$ cat config.mk
export PLATFORM = sky130hd
export DESIGN_NAME = enc_pb_scan
export DESIGN_NICKNAME = d
export VERILOG_FILES = /design/src/rtl/enc_pb_pkg.sv /design/src/rtl/enc_pb_scan_db_filter.sv /design/src/rtl/enc_pb_scan.sv
export SDC_FILE = /design/constraint.sdc
export NUM_CORES = 1
export LEC_CHECK = 0
export ABC_CLOCK_PERIOD_IN_PS = 6130
export BUFFER_PORTS_ARGS = -buffer_cell sky130_fd_sc_hd__buf_2
export CELL_PAD_IN_SITES_DETAIL_PLACEMENT = 2
export CELL_PAD_IN_SITES_GLOBAL_PLACEMENT = 2
export CORE_ASPECT_RATIO = 0.6
export CORE_MARGIN = 2
export CORE_UTILIZATION = 40
export DETAILED_ROUTE_END_ITERATION = 16
export PLACE_DENSITY = 0.81
export SLEW_MARGIN = 20
export SYNTH_ARGS = -nofsm -noshare
export SYNTH_HDL_FRONTEND = slang
export SYNTH_HIERARCHICAL = 1
export SYNTH_SLANG_ARGS = --single-unit
$ cat constraint.sdc
create_clock -name clk_i -period 6.13 [get_ports clk_i]
set_input_delay 0.613 -clock clk_i [delete_from_list [all_inputs] [get_ports clk_i]]
set_output_delay 0.613 -clock clk_i [all_outputs]
set_load 0.02 [all_outputs]
$ cat src/rtl/enc_pb_pkg.sv
// enc_pb_pkg: shared constants, types and quadrature step decode for enc_pb_scan.
package enc_pb_pkg;
    localparam int ENC_NUM = 8;
    localparam int PB_NUM  = 8;
    typedef logic [1:0] quad_t;
    // Gray {B,A} maps to ring position {B, B^A}; the position delta gives the step.
    // Returns {err, dir} with dir as 2-bit signed: +1 = 01, -1 = 11, none = 00.
    function automatic logic [2:0] quad_step(input quad_t prev, input quad_t cur);
        logic [1:0] d;
        d = {cur[1], ^cur} - {prev[1], ^prev};
        return (d == 2'd2) ? 3'b100 : {1'b0, d};
    endfunction
endpackage

$ cat src/rtl/enc_pb_scan_db_filter.sv
// db_filter: one debounced bit; a new level is accepted after DB_LEN equal tick samples.
module db_filter #(
    parameter int DB_LEN = 4
) (
    input  logic clk_i,
    input  logic rstn_i,
    input  logic tick_i,
    input  logic d_i,
    output logic q_o
);
    logic [DB_LEN-1:0] hist_q, hist_d;
    logic              lvl_q, lvl_d;
    assign hist_d = tick_i ? {hist_q[DB_LEN-2:0], d_i} : hist_q;
    assign lvl_d  = (tick_i && (&hist_d || ~|hist_d)) ? hist_d[0] : lvl_q;
    assign q_o    = lvl_q;
    always_ff @(posedge clk_i or negedge rstn_i) begin
        if (!rstn_i) begin
            hist_q <= '0;
            lvl_q  <= 1'b0;
        end else begin
            hist_q <= hist_d;
            lvl_q  <= lvl_d;
        end
    end
endmodule

$ cat src/rtl/enc_pb_scan.sv
// enc_pb_scan: synchronise, debounce and quadrature-decode 8 encoders and 8 pushbuttons.
// Define ENC_DETENT_EN to count one step per full detent cycle instead of per transition.
module enc_pb_scan
    import enc_pb_pkg::*;
#(
    parameter int DB_DIV = 4096,
    parameter int DB_LEN = 4,
    parameter int CNT_W  = 8
) (
    input  logic                     clk_i,
    input  logic                     rstn_i,
    input  logic [2*ENC_NUM-1:0]     enc_i,
    input  logic [PB_NUM-1:0]        pb_i,
    input  logic [ENC_NUM-1:0]       clr_i,
    output logic [ENC_NUM*CNT_W-1:0] enc_cnt_o,
    output logic [PB_NUM-1:0]        pb_o,
    output logic [PB_NUM-1:0]        pb_press_o,
    output logic [ENC_NUM-1:0]       enc_err_o
);
    localparam int EW  = 2 * ENC_NUM;
    localparam int NIN = EW + PB_NUM;
    localparam int DW  = $clog2(DB_DIV);
    // Raw buttons idle high, so their synchronisers reset to the released level.
    localparam logic [NIN-1:0] SYNC_RST = {{PB_NUM{1'b1}}, {EW{1'b0}}};

    logic [DW-1:0]     div_q, div_d;
    logic              tick;
    logic [NIN-1:0]    s1_q, s2_q, sync_in, db;
    logic [EW-1:0]     prev_q;
    logic [PB_NUM-1:0] pb_q, press_q;

    assign tick    = div_q == DW'(DB_DIV - 1);
    assign div_d   = tick ? '0 : div_q + DW'(1);
    assign sync_in = {~s2_q[NIN-1:EW], s2_q[EW-1:0]};

    always_ff @(posedge clk_i or negedge rstn_i) begin
        if (!rstn_i) begin
            div_q   <= '0;
            s1_q    <= SYNC_RST;
            s2_q    <= SYNC_RST;
            prev_q  <= '0;
            pb_q    <= '0;
            press_q <= '0;
        end else begin
            div_q   <= div_d;
            s1_q    <= {pb_i, enc_i};
            s2_q    <= s1_q;
            prev_q  <= db[EW-1:0];
            pb_q    <= db[NIN-1:EW];
            press_q <= db[NIN-1:EW] & ~pb_q;
        end
    end

    assign pb_o       = pb_q;
    assign pb_press_o = press_q;

    for (genvar i = 0; i < NIN; i++) begin : g_db
        db_filter #(.DB_LEN(DB_LEN)) u_db (
            .clk_i  (clk_i),
            .rstn_i (rstn_i),
            .tick_i (tick),
            .d_i    (sync_in[i]),
            .q_o    (db[i])
        );
    end

    for (genvar n = 0; n < ENC_NUM; n++) begin : g_enc
        quad_t                   cur, prev;
        logic                    err, err_q, err_d;
        logic signed [1:0]       dir;
        logic signed [CNT_W-1:0] cnt_q, cnt_d, step;
        assign cur          = db[2*n +: 2];
        assign prev         = prev_q[2*n +: 2];
        assign {err, dir}   = quad_step(prev, cur);
`ifdef ENC_DETENT_EN
        // Any return to 00 closes the detent; only a full +-4 excursion counts.
        logic signed [3:0] sub_q, sub_d, sub_n;
        assign sub_n = (clr_i[n] ? 4'sd0 : sub_q) + {{2{dir[1]}}, dir};
        assign sub_d = (cur == 2'b00) ? 4'sd0 : sub_n;
        assign step  = (cur != 2'b00) ? '0 : (sub_n == 4'sd4) ? CNT_W'(1) : (sub_n == -4'sd4) ? '1 : '0;
        always_ff @(posedge clk_i or negedge rstn_i) begin
            if (!rstn_i) sub_q <= '0;
            else sub_q <= sub_d;
        end
`else
        assign step = {{(CNT_W-2){dir[1]}}, dir};
`endif
        assign cnt_d = (clr_i[n] ? '0 : cnt_q) + step;
        assign err_d = err | (err_q & ~clr_i[n]);
        always_ff @(posedge clk_i or negedge rstn_i) begin
            if (!rstn_i) begin
                cnt_q <= '0;
                err_q <= 1'b0;
            end else begin
                cnt_q <= cnt_d;
                err_q <= err_d;
            end
        end
        assign enc_cnt_o[CNT_W*n +: CNT_W] = cnt_q;
        assign enc_err_o[n]                = err_q;
    end
endmodule

---- Word level (Yosys, flattened, before mapping) ----
Index checks and enable logic that the tools add are counted.
storage, ports and cells
  register bits after elaboration ......... 284
  output and inout bits ................... 88
cells by class
  add/sub/neg operators ................... 17
  equal/unequal tests ..................... 9
  muxes and demuxes ....................... 41
  bitwise logic cells ..................... 27
  reduce and logical (&&, ||, !) cells .... 136
operators by type and width
  kind                                           number
  2-to-1 mux 4 bit                               24
  AND reduction 4 bit                            24
  OR reduction 4 bit                             24
  adder 8 bit                                    8
  2-to-1 mux 8 bit                               8
  parity 2 bit                                   16
  logical AND 1 bit                              24
  logical NOT 1 bit                              24
  logical OR 1 bit                               24
  2-to-1 mux 3 bit                               8
  == test 2 bit, second input constant           8
  inverter 8 bit                                 2
  subtractor 2 bit                               8
  adder 12 x 1 -> 12 bit, second input constant  1
  == test 12 bit, second input constant          1
  2-to-1 mux 12 bit                              1
  bitwise AND 1 bit                              8
  bitwise AND 8 bit                              1
  inverter 1 bit                                 8
  bitwise OR 1 bit                               8

---- Longest topological paths before layout ----
Gate-level depths: netlist (run 1).
  depth in word-level cells ............... 6
  gate-level depth with buffers ........... 14
  gate-level depth less buffers ........... 12

---- By module ----
Netlist (run 1), hierarchy kept.
by module, submodules not included
  module       instances  cells an instance  area an instance (sq um)  sequential area each (sq um)
  enc_pb_scan  1          806                8557.0                    4124.0
  db_filter    24         10                 163.9                     100.1

---- Worst setup path before layout (run 1) ----
OpenSTA, ideal clock, no wires.
  kind .................................... register to register
  from .................................... register div_q[3]
  to ...................................... register g_db[9].u_db.lvl_q
  arrival time ............................ 4.577 ns
  data required time ...................... 6.009 ns
  setup slack ............................. 1.432 ns
  stages on the path, launching flop included .. 8
  path buffers ............................ 1
  clock period less this slack ............ 4.698 ns
  cells stage by stage .................... dfrtp_1 > and3_1 > nand3_1 > nor2_1 > and3_1 > clkbuf_1 > or4b_1 > a22o_1
on the way
  longest elaborated chain between the ends .. 6
ends and longest elaborated chain
  what                    line                         text
  start, declared         enc_pb_scan.sv:26            logic [DW-1:0] div_q, div_d;
  start signal, assigned  enc_pb_scan.sv:45            div_q <= div_d;
  == test 12 bit (*)      enc_pb_scan.sv:32            assign tick = div_q == DW'(DB_DIV - 1);
  net tick                enc_pb_scan.sv:27            logic tick;
  2-to-1 mux 4 bit        enc_pb_scan_db_filter.sv:13  assign hist_d = tick_i ? {hist_q[DB_LEN-2:0], d_i} : hist_q;
  OR reduction 4 bit      enc_pb_scan_db_filter.sv:14  assign lvl_d = (tick_i && (&hist_d || ~|hist_d)) ? hist_d[0] : lvl_q;
  logical NOT 1 bit       enc_pb_scan_db_filter.sv:14
  logical OR 1 bit        enc_pb_scan_db_filter.sv:14
  logical AND 1 bit       enc_pb_scan_db_filter.sv:14
  end signal, assigned    enc_pb_scan_db_filter.sv:22  lvl_q <= lvl_d;
  end, declared           enc_pb_scan_db_filter.sv:12  logic lvl_q, lvl_d;
The timed path passes the listed nets; every way through them passes the cells marked *.
A chain may end at the register's enable or synchronous reset.

---- Worst setup path after layout (run 1) ----
  from .................................... register g_db[15].u_db.lvl_q
  to ...................................... register g_enc[7].cnt_q[6]
on the way
  longest elaborated chain between the ends .. 5
ends and longest elaborated chain
  what                    line                         text
  start, declared         enc_pb_scan_db_filter.sv:12
  start signal, assigned  enc_pb_scan_db_filter.sv:22
  parity 2 bit            enc_pb_pkg.sv:10             d = {cur[1], ^cur} - {prev[1], ^prev};
  subtractor 2 bit (*)    enc_pb_pkg.sv:10
  == test 2 bit           enc_pb_pkg.sv:11             return (d == 2'd2) ? 3'b100 : {1'b0, d};
  2-to-1 mux 3 bit (*)    enc_pb_pkg.sv:11
  adder 8 bit (*)         enc_pb_scan.sv:88            assign cnt_d = (clr_i[n] ? '0 : cnt_q) + step;
  net g_enc[7].cnt_d[6]   enc_pb_scan.sv:71            logic signed [CNT_W-1:0] cnt_q, cnt_d, step;
  end signal, assigned    enc_pb_scan.sv:95            cnt_q <= cnt_d;
  end, declared           enc_pb_scan.sv:71
Marks and branches as above.

==> flow_metrics.tcl, run 1 <==
set metrics [dict create \
    avgSynthCellArea_um2 11.94 \
    finalWirelength_mm 30.67 \
    rsz0062_at_grt "false" \
    synth-seq-area-share_pct 52.25 \
    root_buffer "clkbuf_16" \
    start_util_pct 40.34 \
    vdd_drop_max_mv 0.1859 \
    clkSlewWorstSetupHoldPaths_ns 0.07 \
    swShare_pct 21.25 \
    dp.cells 1547 \
    multiInputGateArea_mm2 0.005609 \
    area_growth_pct 15.98 \
    drc_errors 0 \
    p_comb_share_pct 1.8 \
    core_area_mm2 0.03097 \
    dpl.hpwl_mm 20.03 \
    worstMarginPinSlew_ns 1.041 \
    fmax_mhz 285.2 \
    yosys.area_share.xor_xnor_pct 8.234 \
    clockBufferDepth 3 \
    finish.utilization_pct 46.78 \
    syn-cell-area_mm2 0.01249 \
    die_width_um 232.1 \
    muxShareOfSynthArea_pct 6.932 \
    clkLatencyLatePin_ns 0.55 \
    cts_buffers 27 \
    cp.required_ns 6.54 \
    synth_top_family_by_area "compound AO/OA/AOI/OAI gates" \
    ys_ff_latch 260 \
    drtAntennaViolNets 0 \
    gp_congestion 0.8001 \
    hold_viol 0 \
    yosysWarnings 6 \
    finalNonFillerCells 1598 \
    status "completed" \
    finalCritPeriodShare_pct 57.21 \
    netlist_top_cells_area "dfrtp_1, mux2_2, ha_1, xnor2_1, dfstp_2" \
    crit_path_max_fanout 20 \
    synth_top_area_share_pct 48.88 \
    hold_buffers 0 \
    worstPathCellList "xnor2_1, ha_1, xnor3_1, nor2_2, xor2_1, ha_1, nand3b_1, o41ai_1, a21o_1, a221oi_1, o21bai_1, xor2_1" \
    first_iter_violations 475 \
    internal_power_mw 2.852 \
    yosysMostFrequentCell "dfrtp_1" \
    htreeDepth 1 \
    cpLargestDelayFamily "simple AND/OR/NAND/NOR gates" \
    fin_crit_ns 3.507 \
    yosys.area_share.simple_pct 11.49 \
    end_kind "flip-flop" \
    synth_fp_nets 1127 \
    drt_pre_antenna_iters 4 \
    slew_violations 0 \
    grt_pass1_vias 9415 \
    maxSlewHeadroom_pct 30.60 \
    fin_nets 1242 \
    setup_viol 0 \
    synth-compound-area-share_pct 13.50 \
    holdCritPathClass "in2async" \
    cts_setup_buffers 0 \
    wl_per_cell_um 19.19 \
    register_area_mm2 0.006526 \
    synthFlopType "dfrtp_1" \
    worstPathArrival_ns 3.92 \
    clock_skew_ns 0.02408 \
    cts_tree "built" \
    grt_usage_pct 19.10 \
    synthArstFlopShare_pct 100.0 \
    nFillCells 3140 \
    vias 8642 \
    clock-sinks 260 \
    io-pin-count 122 \
    drive_gt1_share_pct 25.83 \
    portBuffers 121 \
    synth_commonest_cells "dfrtp_1, mux2_2, nor2b_1" \
    die_area_mm2 0.03270 \
    p_per_area_mw_per_mm2 250.0 \
    grt_antenna_before_repair 1 \
    die_h_um 140.9 \
    synth-edff-count 0 \
    hold_slack_ns 0.03731 \
    rows 50 \
    power_leakage_nw 7.152 \
    cp-start-kind "flip-flop" \
    worstPathBufferInverterCount 0 \
    synth_adder_area_share_pct 4.708 \
    fin_setup_tns_ns 0 \
    avgViaCountPerCell 5.408 \
    grt_pass1_wl_mm 51.13 \
    cap_violations 0 \
    crit_type "reg2reg" \
    synth.distinct_cells 64 \
    cts_resized 0 \
    p_seq_share_pct 48.2 \
    syn_inst 1046 \
    critical-path-slowest-cell "nor2_2" \
    grt_remaining_overflow 0 \
    grt_max_degree 178 \
    synth_area_leader_cell "dfrtp_1" \
    clock_power_share_pct 50.1 \
    slowest_delay_ns 0.77 \
    p_sw_uw 769.5 \
]
## metrics by stage
stage	power, mW	cell area [um^2]	worst slack, ns
4_1_cts	3.683	14460	2.613
6_report	3.622	14490	2.623
5_1_grt	3.763	14490	2.285
2_1_floorplan	1.783	12490	1.432
3_5_place_dp	1.841	13470	2.657
3_3_place_gp	1.839	13470	2.901
## logic make-up (layout without fill, tap and decap cells)
group	after synthesis	count (layout)
flops	260	260
simple gates	252	252
buf+inv	83	218
compound gates	224	224
fa+ha+maj	47	47
other cells	0	1
mux	77	77
xor+xnor	103	103
## final timing paths
path | from | endpoint | slack [ns] | cells after the start
max | g_db[15].u_db/q_o | g_enc[7].cnt_q[6] | 2.62 | 12
min | rstn_i | g_enc[3].cnt_q[4] | 0.04 | 1
max reg2reg | g_db[15].u_db/q_o | g_enc[7].cnt_q[6] | 2.62 | 12
min reg2reg | s1_q[12] | s2_q[12] | 0.33 | 0
max in group asynchronous | rstn_i | g_db[9].u_db/hist_q[0] | 4.65 | 3
min in group clk_i | pb_i[2] | s1_q[18] | 0.16 | 1
## layer usage
metal  up-vias  wire length (um)  track usage [%]
li1       4038                 -                -
met1      4472             14780            27.59
met2       102             14510            30.51
met3        30               909            3.135
met4         0               470            3.711
met5         -                 0                0
## worst reg2reg max path, delay by kind of cell, from the launching register on
family                     cells  cell delay (ns)
AOI/OAI and AO/OA              4             0.67
xor gates and xnor gates       4             0.87
adders and majority gates      2             0.49
DFF                            1             0.45
and+or+nand+nor                2             0.90
## power groups by stage
| stage | clock network (mW) | registers (mW) | logic [mW] |
|---|---|---|---|
| 2_1_floorplan | 0 | 1.77 | 0.0108 |
| 3_3_place_gp | 0 | 1.77 | 0.0644 |
| 3_5_place_dp | 0 | 1.78 | 0.0651 |
| 4_1_cts | 1.87 | 1.74 | 0.0655 |
| 5_1_grt | 1.94 | 1.75 | 0.0742 |
| 6_report | 1.81 | 1.74 | 0.0637 |
## registers in the layout, indices dropped and copies added, names as in the netlist
| signal | count |
|---|---|
| g_db.u_db/q_o | 24 |
| g_db.u_db/hist_q | 72 |
| prev_q | 16 |
| s1_q | 24 |
| pb_o | 8 |
| g_enc.cnt_q | 64 |
| g_enc.err_q | 8 |
| s2_q | 24 |
| pb_press_o | 8 |
| div_q | 12 |
## layout make-up
| class | instances | area share, % |
|---|---|---|
| diodes | 1 | 0.01727 |
| clock buffers | 34 | 5.329 |
| clock inverters | 15 | 1.468 |
| inverters | 44 | 1.140 |
| multi-input cells | 703 | 38.72 |
| flip-flops and latches | 260 | 45.05 |
| well taps | 416 | 3.593 |
| repair buffers | 125 | 4.681 |
## placed cells by master, fill, tap and decap left out, types with 5 or more instances in the layout
cell         n
nor3b_1      5
clkinv_2     6
a41o_2      24
o22ai_1     12
a21o_1       5
nand4_1      8
xnor3_1      7
o2111ai_1   11
o21ai_0     42
bufinv_16    5
or4b_1      24
a21oi_1     31
nor2b_1     63
o211ai_1    10
nand2_1     43
xnor2_1     60
nor3_1      12
a31oi_1      7
nand3_1     22
buf_2      120
dfrtp_1    244
a22o_1      24
dfstp_2     16
inv_1       41
nand3b_1     5
o21bai_1     8
xor2_1      34
ha_1        47
a221oi_1     8
a211oi_1    12
clkbuf_8     7
mux2_2      76
nor2_1      40
nand2b_1    12
clkbuf_16   27
Power figures use the tool's default switching activity.
==> inputs of run 2 (changes only) <==
--- a/config.mk
+++ b/config.mk
@@ -5,7 +5,7 @@
 export SDC_FILE = /design/constraint.sdc
 export NUM_CORES = 1
 export LEC_CHECK = 0
-export ABC_CLOCK_PERIOD_IN_PS = 6130
+export ABC_CLOCK_PERIOD_IN_PS = 3300
 export BUFFER_PORTS_ARGS = -buffer_cell sky130_fd_sc_hd__buf_2
 export CELL_PAD_IN_SITES_DETAIL_PLACEMENT = 2
 export CELL_PAD_IN_SITES_GLOBAL_PLACEMENT = 2
==> constraint.sdc (replaced) <==
create_clock -name clk_i -period 3.3 [get_ports clk_i]
set_input_delay 0.33 -clock clk_i [delete_from_list [all_inputs] [get_ports clk_i]]
set_output_delay 0.33 -clock clk_i [all_outputs]
set_load 0.02 [all_outputs]
==> run 2 against run 1 <==
Final cell count is 2.3% higher. Power grew 84%. Non-clock buffer count is 37 higher. Via count up 2.5%. Fmax grew 18%. Worst setup slack got worse by 2.3 ns. Critical path type unchanged. Largest power group unchanged.
==> flow_metrics.tcl, run 2 (synthesis results as in run 1) <==
set metrics [dict create \
    status "completed" \
    clkSlewWorstSetupHoldPaths_ns 0.06 \
    largest_reg_flops 72 \
    grt_pass1_vias 9772 \
    crit_path_max_fanout 8 \
    end_kind "flip-flop" \
    worstPathBufferInverterCount 1 \
    drtAntennaViolNets 0 \
    cpLargestDelayFamily "simple AND/OR/NAND/NOR gates" \
    grt_use_met2_pct 33.02 \
    place_area_mm2 0.01363 \
    cts_tree "built" \
    wl_per_cell_um 19.13 \
    slew_violations 0 \
    crit_type "reg2reg" \
    worstMarginPinSlew_ns 0.8340 \
    die_h_um 140.9 \
    worstPathCellList "xnor2_1, ha_1, xnor3_2, or2_1, inv_2, ha_1, and2_1, o32ai_1, nand2_1, nor3_1, a311o_1, o221ai_1" \
    fin_setup_tns_ns 0 \
    maxSlewHeadroom_pct 44.40 \
    fmax_mhz 336.3 \
    setup_viol 0 \
    final_area_mm2 0.01483 \
    drt_pre_antenna_iters 4 \
    rsz0062_at_grt "false" \
    drc_errors 0 \
    io-pin-count 122 \
    nFillCells 3069 \
    use_met3_pct 3.014 \
    top_usage_layer "met2" \
    drive_gt1_share_pct 25.78 \
    dpl.hpwl_mm 20.80 \
    final_common_cell "dfrtp_1" \
    cpMostUsedCell "ha_1" \
    start_util_pct 40.34 \
    cp.required_ns 3.70 \
    finalNonFillerCells 1634 \
    fin_crit_ns 2.974 \
    regMostFlops "g_db.u_db/hist_q" \
    finalWirelength_mm 31.27 \
    root_buffer "clkbuf_16" \
    reg_top3 "g_db.u_db/hist_q (72), g_enc.cnt_q (64)" \
    cp-start-kind "flip-flop" \
    htreeDepth 1 \
    grt_antenna_before_repair 0 \
    gp_congestion 0.7656 \
    vias 8859 \
    critical-path-slowest-cell "dfrtp_1" \
    dp.cells 1560 \
    clockBufferDepth 3 \
    first_iter_violations 351 \
    cts_buffers 27 \
    clkLatencyLatePin_ns 0.54 \
    grt_pass1_wl_mm 52.39 \
    finalCritPeriodShare_pct 90.12 \
    reg2reg_slack_ns 0.33 \
    die_width_um 232.1 \
    vdd_drop_max_mv 0.3754 \
    insertedDiodeCount 0 \
    grt_max_degree 103 \
    hold_viol 0 \
    clock-sinks 260 \
    holdCritPathClass "in2reg" \
    die_area_mm2 0.03270 \
    area_growth_pct 18.76 \
    final_cell_mix "dfrtp_1, buf_2, mux2_2" \
    cap_violations 0 \
    place_ws_ns 0.3555 \
    fin_nets 1279 \
    worstPathArrival_ns 3.37 \
    grt.met1_usage_pct 26.58 \
    finalPower_mw 6.669 \
    core_area_mm2 0.03097 \
    worst_slack_ns 0.3260 \
    cts_resized 0 \
    grt_usage_pct 19.49 \
    avgViaCountPerCell 5.422 \
    clock_skew_ns 0.01548 \
    slowest_delay_ns 0.44 \
    rows 50 \
    portBuffers 121 \
    p_per_area_mw_per_mm2 449.6 \
    power_leakage_nw 7.306 \
    grt_remaining_overflow 0 \
]
-- run 2: metal layers --
metal  vias to the layer above  share of wire (%)
met4                         0                1.9
met2                       112                 49
met1                      4593                 46
met5                         -                  0
met3                        46                2.7
li1                       4108                  -
-- run 2: final timing paths --
path / start / end / cells after the start
worst max register to register: g_db[13].u_db/q_o / g_enc[6].cnt_q[6] / 12
worst max-delay path: g_db[13].u_db/q_o / g_enc[6].cnt_q[6] / 12
worst min register to register: s1_q[6] / s2_q[6] / 0
worst min-delay path: clr_i[1] / g_enc[1].err_q / 2
max in group asynchronous: rstn_i / s2_q[22] / 3
min in group asynchronous: rstn_i / g_enc[3].cnt_q[5] / 2
-- run 2: repair_timing --
item,CTS,global route
endpoints found under the hold margin,117,0
hold buffers,25,0
setup buffers,0,0
-- run 2: layout make-up --
class | count | area (um^2) | share of cell area, %
clock inverter | 12 | 168.9 | 1.139
clock buffer | 37 | 783.3 | 5.280
tap | 416 | 520.5 | 3.509
multi-input combinational | 703 | 5609 | 37.81
timing repair buffer | 162 | 1061 | 7.153
inverter | 44 | 165.2 | 1.113
sequential | 260 | 6526 | 43.99
-- run 2: worst register-to-register path, delay by kind of cell (launching register included) --
kind / cells / cell delay [ns]
flops: 1 / 0.44
fa+ha+maj: 2 / 0.46
buf+inv: 1 / 0.15
simple gates: 4 / 0.77
compound gates: 3 / 0.56
xor+xnor: 2 / 0.47
-- run 2: metrics by stage --
stage | hold WS (ns) | utilization, %
after floorplan | 0.03441 | -
after global placement | 0.3325 | 44.02
after detailed placement | 0.3381 | 44.02
after CTS | 0.1411 | 47.90
after global routing | 0.1763 | 47.90
final | 0.1714 | 47.90
-- run 2: power breakdown --
group / switching, mW / leakage, nW / total [mW] / internal [mW]
logic: 0.0985 / 3.35 / 0.145 / 0.0470
clock network: 1.31 / 0.467 / 3.28 / 1.97
registers: 0.0163 / 3.49 / 3.24 / 3.22
